File: src/rtl/handshake_skid_buffer_pkg.sv
// Shared types for the handshake skid buffer.
// State encoding and the default payload width.
package handshake_skid_buffer_pkg;

  localparam int unsigned DEFAULT_WIDTH = 8;

  typedef enum logic [1:0] {
    EMPTY = 2'd0,
    ONE   = 2'd1,
    FULL  = 2'd2
  } state_e;

  function automatic logic state_has_skid(
    input state_e s
  );
    return s == FULL;
  endfunction

endpackage

File: src/rtl/handshake_skid_buffer_reg_en.sv
// Enable-load register with async active-high clear.
// Holds its value whenever i_en is low.
module handshake_skid_buffer_reg_en #(
  parameter int unsigned WIDTH = 8
) (
  input  logic             i_clk,
  input  logic             i_rst,
  input  logic             i_en,
  input  logic [WIDTH-1:0] i_d,
  output logic [WIDTH-1:0] o_q
);

  logic [WIDTH-1:0] r_q;

  always_ff @(posedge i_clk or posedge i_rst) begin
    if (i_rst) begin
      r_q <= '0;
    end else if (i_en) begin
      r_q <= i_d;
    end
  end

  assign o_q = r_q;

endmodule

File: src/rtl/handshake_skid_buffer.sv
// Full-throughput valid/ready register slice with a one-entry skid slot.
// s_ready, m_valid and m_data all come straight from flops.
module handshake_skid_buffer
  import handshake_skid_buffer_pkg::*;
#(
  parameter int unsigned WIDTH = DEFAULT_WIDTH
) (
  input  logic             clk,
  input  logic             rst,
  input  logic             s_valid,
  input  logic [WIDTH-1:0] s_data,
  output logic             s_ready,
  output logic             m_valid,
  output logic [WIDTH-1:0] m_data,
  input  logic             m_ready
);

  state_e           r_state;
  state_e           w_state_nxt;
  logic             r_m_valid;
  logic             r_skid_valid;
  logic             r_s_ready;

  logic             w_in;
  logic             w_out;
  logic             w_main_en;
  logic             w_main_sel_skid;
  logic             w_skid_en;
  logic [WIDTH-1:0] w_main_d;
  logic [WIDTH-1:0] w_main_q;
  logic [WIDTH-1:0] w_skid_q;

  assign w_in  = s_valid & r_s_ready;
  assign w_out = r_m_valid & m_ready;

  // s_ready stays low through reset and rises one edge after release
  always_ff @(posedge clk or posedge rst) begin
    if (rst) begin
      r_state      <= EMPTY;
      r_m_valid    <= 1'b0;
      r_skid_valid <= 1'b0;
      r_s_ready    <= 1'b0;
    end else begin
      r_state      <= w_state_nxt;
      r_m_valid    <= (w_state_nxt != EMPTY);
      r_skid_valid <= state_has_skid(w_state_nxt);
      r_s_ready    <= !state_has_skid(w_state_nxt);
    end
  end

  always_comb begin
    w_state_nxt = r_state;
    unique case (r_state)
      EMPTY: begin
        if (w_in) w_state_nxt = ONE;
      end
      ONE: begin
        if (w_in && !w_out) begin
          w_state_nxt = FULL;
        end else if (!w_in && w_out) begin
          w_state_nxt = EMPTY;
        end
      end
      FULL: begin
        if (w_out) w_state_nxt = ONE;
      end
      default: w_state_nxt = EMPTY;
    endcase
  end

  always_comb begin
    w_main_en       = 1'b0;
    w_main_sel_skid = 1'b0;
    w_skid_en       = 1'b0;
    unique case (1'b1)
      (r_state == EMPTY): begin
        w_main_en = w_in;
      end
      (r_state == ONE): begin
        w_main_en = w_in & w_out;
        w_skid_en = w_in & !w_out;
      end
      (r_state == FULL): begin
        w_main_en       = w_out;
        w_main_sel_skid = r_skid_valid;
      end
      default: begin
        w_main_en = 1'b0;
      end
    endcase
  end

  assign w_main_d = w_main_sel_skid ? w_skid_q : s_data;

  handshake_skid_buffer_reg_en #(
    .WIDTH(WIDTH)
  ) u_main (
    .i_clk(clk),
    .i_rst(rst),
    .i_en (w_main_en),
    .i_d  (w_main_d),
    .o_q  (w_main_q)
  );

  handshake_skid_buffer_reg_en #(
    .WIDTH(WIDTH)
  ) u_skid (
    .i_clk(clk),
    .i_rst(rst),
    .i_en (w_skid_en),
    .i_d  (s_data),
    .o_q  (w_skid_q)
  );

  assign s_ready = r_s_ready;
  assign m_valid = r_m_valid;
  assign m_data  = w_main_q;

endmodule

File: config.mk
export PLATFORM = sky130hd
export DESIGN_NAME = handshake_skid_buffer
export DESIGN_NICKNAME = d
export VERILOG_FILES = /design/src/rtl/handshake_skid_buffer_pkg.sv /design/src/rtl/handshake_skid_buffer_reg_en.sv /design/src/rtl/handshake_skid_buffer.sv
export SDC_FILE = /design/constraint.sdc
export NUM_CORES = 1
export LEC_CHECK = 0
export CAP_MARGIN = 20
export CORE_ASPECT_RATIO = 0.7
export CORE_MARGIN = 2
export CORE_UTILIZATION = 33
export DETAILED_ROUTE_END_ITERATION = 12
export GPL_ROUTABILITY_DRIVEN = 0
export HOLD_SLACK_MARGIN = 0.08
export PLACE_DENSITY = 0.61
export SETUP_SLACK_MARGIN = 0.4
export SLEW_MARGIN = 20
export SYNTH_ARGS = -nofsm -noshare
export SYNTH_HDL_FRONTEND = slang
export SYNTH_SLANG_ARGS = --single-unit
File: constraint.sdc
create_clock -name clk -period 3.98 [get_ports clk]
set_input_delay 0.398 -clock clk [delete_from_list [all_inputs] [get_ports clk]]
set_output_delay 0.398 -clock clk [all_outputs]
set_load 0.05 [all_outputs]
==> impl_metrics.yaml, run 1 <==
timing:
  hold_viol: 0
  timing.fmax_mhz: 511
  finClkSkew_ns: 0.0119
  finalSetupViolations: 0
  setup_total_negative_slack_ns: 0
  rsz0062_at_grt: "false"
  count_of_pins_over_their_slew_limit: 0
  worstMarginPinSlew_ns: 0.773
  timing.final.crit_share_pct: 49.2
  maxSlewHeadroom_pct: 48.4
  period_minus_slack_ns: 1.96
run:
  max_cap_viol_count: 0
logic_synthesis:
  synth_top_cells_by_area: "sky130_fd_sc_hd__dfrtp_1 (55%), sky130_fd_sc_hd__mux2_2 (27%), sky130_fd_sc_hd__o32ai_4 (2.9%)"
  synth.lib_cells_used.distinct: 16
  synth_fp_nets: 73
  yosysWarnings: 0
  flip_flop_and_latch_count_after_synthesis: 21
  synthDominantAreaCellType: "sky130_fd_sc_hd__dfrtp_1"
  synth-seq-area-share_pct: 55.5
  post_synth_inst_count: 61
  post_synth.cell_area_avg_um2: 15.5
  post-synth-top-area-fraction_pct: 55.5
  syn_area_um2: 947
worst_setup_path:
  cp_cell_sequence: "clkdlybuf4s50_1"
  worstPathRequired_ns: 3.58
  startpoint_type: "register"
  timing.critical_path.slowest_stage_cell: "sky130_fd_sc_hd__clkdlybuf4s50_1"
  path_max_fanout: 4
  setup.worst_path.end_class: "output port"
  cp_num_buf_inv: 1
  arrival_ns: 1.56
  crit_path_largest_cell_delay_ns: 0.84
  timing.setup.critical_path_class: "register to output port"
  timing.critical_path.max_delay_family: "buffers and inverters"
cells_and_area:
  area_growth_pct: 31.8
  drive_above_1_share_pct: 38.4
  layout.nets: 99
  antenna-diode-count: 0
  layout.core_utilization_pct: 45.2
global_route:
  grt_use_total_pct: 11.5
  largest_net_degree_at_the_start_of_global_routing: 22
  grt_use_met3_pct: 4.85
  grt_antenna_before_repair: 0
  grtUsageMet1_pct: 15.0
  global_route.peak_usage_layer: "met2"
  global_route_wire_length_before_repair_um: 2760
  grt_overflow_total: 0
  grt_pass1_vias: 564
  use_met2_pct: 17.0
routing:
  post_drt_wl_per_cell_um: 13.9
  routed_wirelength_um: 1700
  postRouteAntennaNets: 0
  detail_route.drc_violations: 0
  drt_first_iter_violations: 47
  vias_per_cell: 4.82
  via_count: 588
  firstDrtPassIters: 2
clocking:
  cts_made_buffers: 3
  post-cts-setup-buffers: 0
  number_of_clock_sinks_seen_by_cts: 21
  clock_transition_at_the_registers_of_the_reported_paths_ns: 0.08
  clkLatencyLatePin_ns: 0.27
  clock_tree_from_tritoncts: "done"
  clockBufferDepth: 2
  cts_repair_resize_count: 0
  number_of_h_tree_levels: 1
  clock_tree.root_cell: "sky130_fd_sc_hd__clkbuf_8"
  holdBufCountCts: 0
floorplanning:
  boundaryPins: 22
  start_util_pct: 34.3
  die-width_um: 68.0
  core_outline_area_um2: 2760
  dieArea_um2: 3320
  floorplan.rows: 16
  die_height_um: 48.8
status:
  run_status: "finished clean"
power_and_ir_drop:
  p_leak_nw: 0.523
  power.ir.vdd_worst_uv: 413
  power_density_nw_per_um2: 860
placement:
  place_hpwl_um: 1210
  numPortBuffers: 21
hold_path:
  min-delay-path-class: "register to register"
==> routing by layer <==
metal	wire [um]	share of wire (%)
met2	820	48
met5	0	0
met3	80	4.7
met4	23	1.4
met1	776	46
==> synthesized netlist by cell type, drive strengths merged <==
library cell / count
inv: 2
nand2: 2
a21boi: 3
nand2b: 1
o32ai: 1
xor2: 1
o22ai: 1
o21ai: 1
nand3b: 1
a21oi: 2
dfrtp: 21
mux2: 24
nand4b: 1
==> final cells by class <==
cell class / count / area (um^2)
clock buffer: 3 / 41.3
clock inverter: 1 / 5.00
fill: 243 / 1510
inverter: 2 / 7.51
multi-input combinational: 38 / 414
sequential: 21 / 526
tap: 36 / 45.0
timing repair buffer: 21 / 210
==> flip-flops by register name, summed over array words and instances (netlist names) <==
name	cells
u_main.o_q	8
r_skid_valid	1
r_state	2
s_ready	1
u_skid.o_q	8
m_valid	1
==> through the flow <==
stage          power, mW  instances  cell area (um^2)  worst slack [ns]  hold slack (ns)
4_1_cts             1.09        122              1250              2.01            0.512
3_5_place_dp       0.943        118              1200              1.90            0.494
5_1_grt             1.13        122              1250              1.97            0.521
2_1_floorplan      0.780         61               947              2.21            0.375
6_report            1.07        122              1250              2.02            0.506
3_3_place_gp       0.932        118              1200              1.95            0.486
==> cell families after synthesis <==
| kind of cell | share of synthesized area, % |
|---|---|
| xor+xnor | 0.925 |
| mux | 28.9 |
| compound gates | 9.11 |
| simple gates | 4.76 |
| flops | 55.5 |
| buf+inv | 0.793 |
==> cell usage in the layout, fill, tap and decap left out, drive strengths merged <==
master,synthesis,final
a21boi,3,3
a21oi,2,2
clkbuf,0,3
clkdlybuf4s50,0,21
clkinv,0,1
dfrtp,21,21
inv,2,2
mux2,24,24
nand2,2,2
nand2b,1,1
nand3b,1,1
nand4b,1,1
o21ai,1,1
o22ai,1,1
o32ai,1,1
xor2,1,1
==> worst paths after layout <==
path / startpoint / to / cells after the start / slack [ns]
max: m_valid$_DFF_PP0_ / m_valid / 1 / 2.02
min: u_skid.o_q[2]$_DFFE_PP0P_ / u_skid.o_q[2]$_DFFE_PP0P_ / 1 / 0.51
max reg2reg: r_state[1]$_DFF_PP0_ / u_skid.o_q[3]$_DFFE_PP0P_ / 3 / 2.28
min reg2reg: u_skid.o_q[2]$_DFFE_PP0P_ / u_skid.o_q[2]$_DFFE_PP0P_ / 1 / 0.51
max in group asynchronous: rst / u_skid.o_q[1]$_DFFE_PP0P_ / 2 / 2.92
min in group asynchronous: rst / u_main.o_q[1]$_DFFE_PP0P_ / 2 / 0.57
==> power by group <==
| group | switching (mW) | internal (mW) |
|---|---|---|
| Combinational | 0.300 | 0.240 |
| Clock | 0.0712 | 0.0698 |
| Sequential | 0.0713 | 0.321 |
| Total | 0.443 | 0.631 |
No activity file was read; power rests on OpenSTA's default activity.
==> inputs of run 2 (changes only) <==
--- a/config.mk
+++ b/config.mk
@@ -12,7 +12,7 @@
 export DETAILED_ROUTE_END_ITERATION = 12
 export GPL_ROUTABILITY_DRIVEN = 0
 export HOLD_SLACK_MARGIN = 0.08
-export PLACE_DENSITY = 0.61
+export PLACE_DENSITY = 0.63
 export SETUP_SLACK_MARGIN = 0.4
 export SLEW_MARGIN = 20
 export SYNTH_ARGS = -nofsm -noshare
==> constraint.sdc (replaced) <==
create_clock -name clk -period 1.65 [get_ports clk]
set_input_delay 0.165 -clock clk [delete_from_list [all_inputs] [get_ports clk]]
set_output_delay 0.165 -clock clk [all_outputs]
set_load 0.05 [all_outputs]
==> run 2 against run 1 <==
- first-iteration DRC count down 43%
- critical path depth rose by 3
- non-clock buffer count is 9 higher
- clock power up 130%
- via count up 4.6%
- clock skew down 0.011 ns
- die area unchanged
==> impl_metrics.yaml, run 2 (synthesis gave the netlist of run 1 again) <==
clocking:
  cts_made_buffers: 3
  number_of_clock_sinks_seen_by_cts: 21
  clock_tree.root_cell: "sky130_fd_sc_hd__clkbuf_8"
  clockBufferDepth: 2
  number_of_h_tree_levels: 1
  clkLatencyLatePin_ns: 0.25
  clock_tree_from_tritoncts: "done"
  clock_transition_at_the_registers_of_the_reported_paths_ns: 0.07
worst_setup_path:
  regToRegSetupSlack_ns: 0.20
  setup.worst_path.end_class: "register"
  arrival_ns: 1.59
  worstPathRequired_ns: 1.79
  worst-r2r-cell-count: 4
  startpoint_type: "register"
  worstReg2RegEnd: "u_skid.o_q[3]$_DFFE_PP0P_"
  timing.setup.critical_path_class: "register to register"
  crit-reg2reg-launch: "r_state[1]$_DFF_PP0_"
  path_max_fanout: 8
cells_and_area:
  drive_above_1_share_pct: 56.8
  area.sequential_um2: 528
  layout.cells.most_common: "sky130_fd_sc_hd__dfrtp_1"
  multi_input_area_um2: 473
  fillers: 244
  layout_common_cells: "sky130_fd_sc_hd__dfrtp_1 (19), sky130_fd_sc_hd__buf_4 (15), sky130_fd_sc_hd__mux2_4 (14)"
  antenna-diode-count: 0
  area_growth_pct: 45.0
  layout.nets: 108
  post-route-cell-area_um2: 1370
global_route:
  grt_pass1_vias: 644
  grt_overflow_total: 0
  largest_net_degree_at_the_start_of_global_routing: 22
  global_route_wire_length_before_repair_um: 3310
  grt_use_total_pct: 13.6
  grt_antenna_before_repair: 0
placement:
  place_hpwl_um: 1310
  numPortBuffers: 21
  postPlaceCellArea_um2: 1290
floorplanning:
  die-width_um: 68.0
  core_outline_area_um2: 2760
  die_height_um: 48.8
  start_util_pct: 34.3
  floorplan.rows: 16
  dieArea_um2: 3320
  boundaryPins: 22
routing:
  postRouteAntennaNets: 0
  vias_per_cell: 4.69
  post_drt_wl_per_cell_um: 14.6
  detail_route.drc_violations: 0
  via_count: 615
  routed_wirelength_um: 1910
  firstDrtPassIters: 4
  drt_first_iter_violations: 27
power_and_ir_drop:
  power_density_nw_per_um2: 2110
  power.ir.vdd_worst_uv: 1120
  p_leak_nw: 0.629
  total_power_mw: 2.90
timing:
  fin_hold_ws_ns: 0.235
  maxSlewHeadroom_pct: 80.8
  timing.fmax_mhz: 689
  finClkSkew_ns: 0.00105
  period_minus_slack_ns: 1.45
  worstMarginPinSlew_ns: 0.285
  count_of_pins_over_their_slew_limit: 0
  timing.final.crit_share_pct: 88.0
  finalSetupViolations: 0
  rsz0062_at_grt: "true"
  hold_viol: 0
  setup_total_negative_slack_ns: 0
hold_path:
  min-delay-path-class: "input port to asynchronous set/reset pin"
status:
  run_status: "finished clean"
run:
  max_cap_viol_count: 0
-- run 2: cell types whose count changed in the layout (fill, tap and decap cells not counted), sizes merged --
cell / delta
buf: +19
dlygate4sd2: +1
clkbuf: +1
clkdlybuf4s50: -11
clkinv: -1
-- run 2: critical path: stages, from the launching register on --
cell and delay, ns:
sky130_fd_sc_hd__dfrtp_1 0.41, sky130_fd_sc_hd__nand4b_1 0.28, sky130_fd_sc_hd__a21oi_4 0.19, sky130_fd_sc_hd__buf_12 0.16, sky130_fd_sc_hd__mux2_4 0.30
-- run 2: layout make-up --
cell class                 instances  share of cell area (%)
sequential                        21                    38.4
clock buffer                       4                    3.28
tap                               36                    3.28
inverter                           2                   0.546
timing repair buffer              30                    20.0
multi-input combinational         38                    34.4
-- run 2: timing repair --
item | CTS | global route
endpoints found under the setup margin | 16 | 18
setup buffers | 1 | 0
hold buffers | 0 | 0
pin swaps | 1 | 1
gates resized for setup | 8 | 2
-- run 2: worst max-delay path by stage --
stage	startpoint	end	slack [ns]
2_1_floorplan	m_valid$_DFF_PP0_	u_main.o_q[0]$_DFFE_PP0P_	0.06
3_3_place_gp	m_ready	u_main.o_q[4]$_DFFE_PP0P_	-0.09
3_5_place_dp	m_ready	u_main.o_q[4]$_DFFE_PP0P_	-0.12
4_1_cts	r_state[0]$_DFF_PP0_	u_main.o_q[4]$_DFFE_PP0P_	0.19
5_1_grt	r_state[0]$_DFF_PP0_	u_main.o_q[7]$_DFFE_PP0P_	0.15
6_report	r_state[1]$_DFF_PP0_	u_skid.o_q[3]$_DFFE_PP0P_	0.20
-- run 2: metal layers --
metal | up-vias | GRT usage [%] | wire length [um]
met1 | 306 | 20.4 | 905
met3 | 2 | 5.54 | 122
met4 | 0 | 4.67 | 15
li1 | 287 | - | -
met5 | - | 0 | 0
met2 | 20 | 17.6 | 867
-- run 2: stage by stage --
stage	setup slack [ns]	instances	utilization, %
floorplan	0.0634	61	-
finish	0.199	131	49.7
global placement	-0.0948	126	46.7
CTS	0.188	131	49.5
detailed placement	-0.123	126	46.7
global route	0.150	131	49.7
-- run 2: where the power goes --
group / leakage [nW] / switching, mW / total, mW / internal [mW]
clock network: 0.0228 / 0.159 / 0.331 / 0.172
registers: 0.247 / 0.179 / 0.960 / 0.781
logic: 0.359 / 0.813 / 1.61 / 0.793
total: 0.629 / 1.15 / 2.90 / 1.75
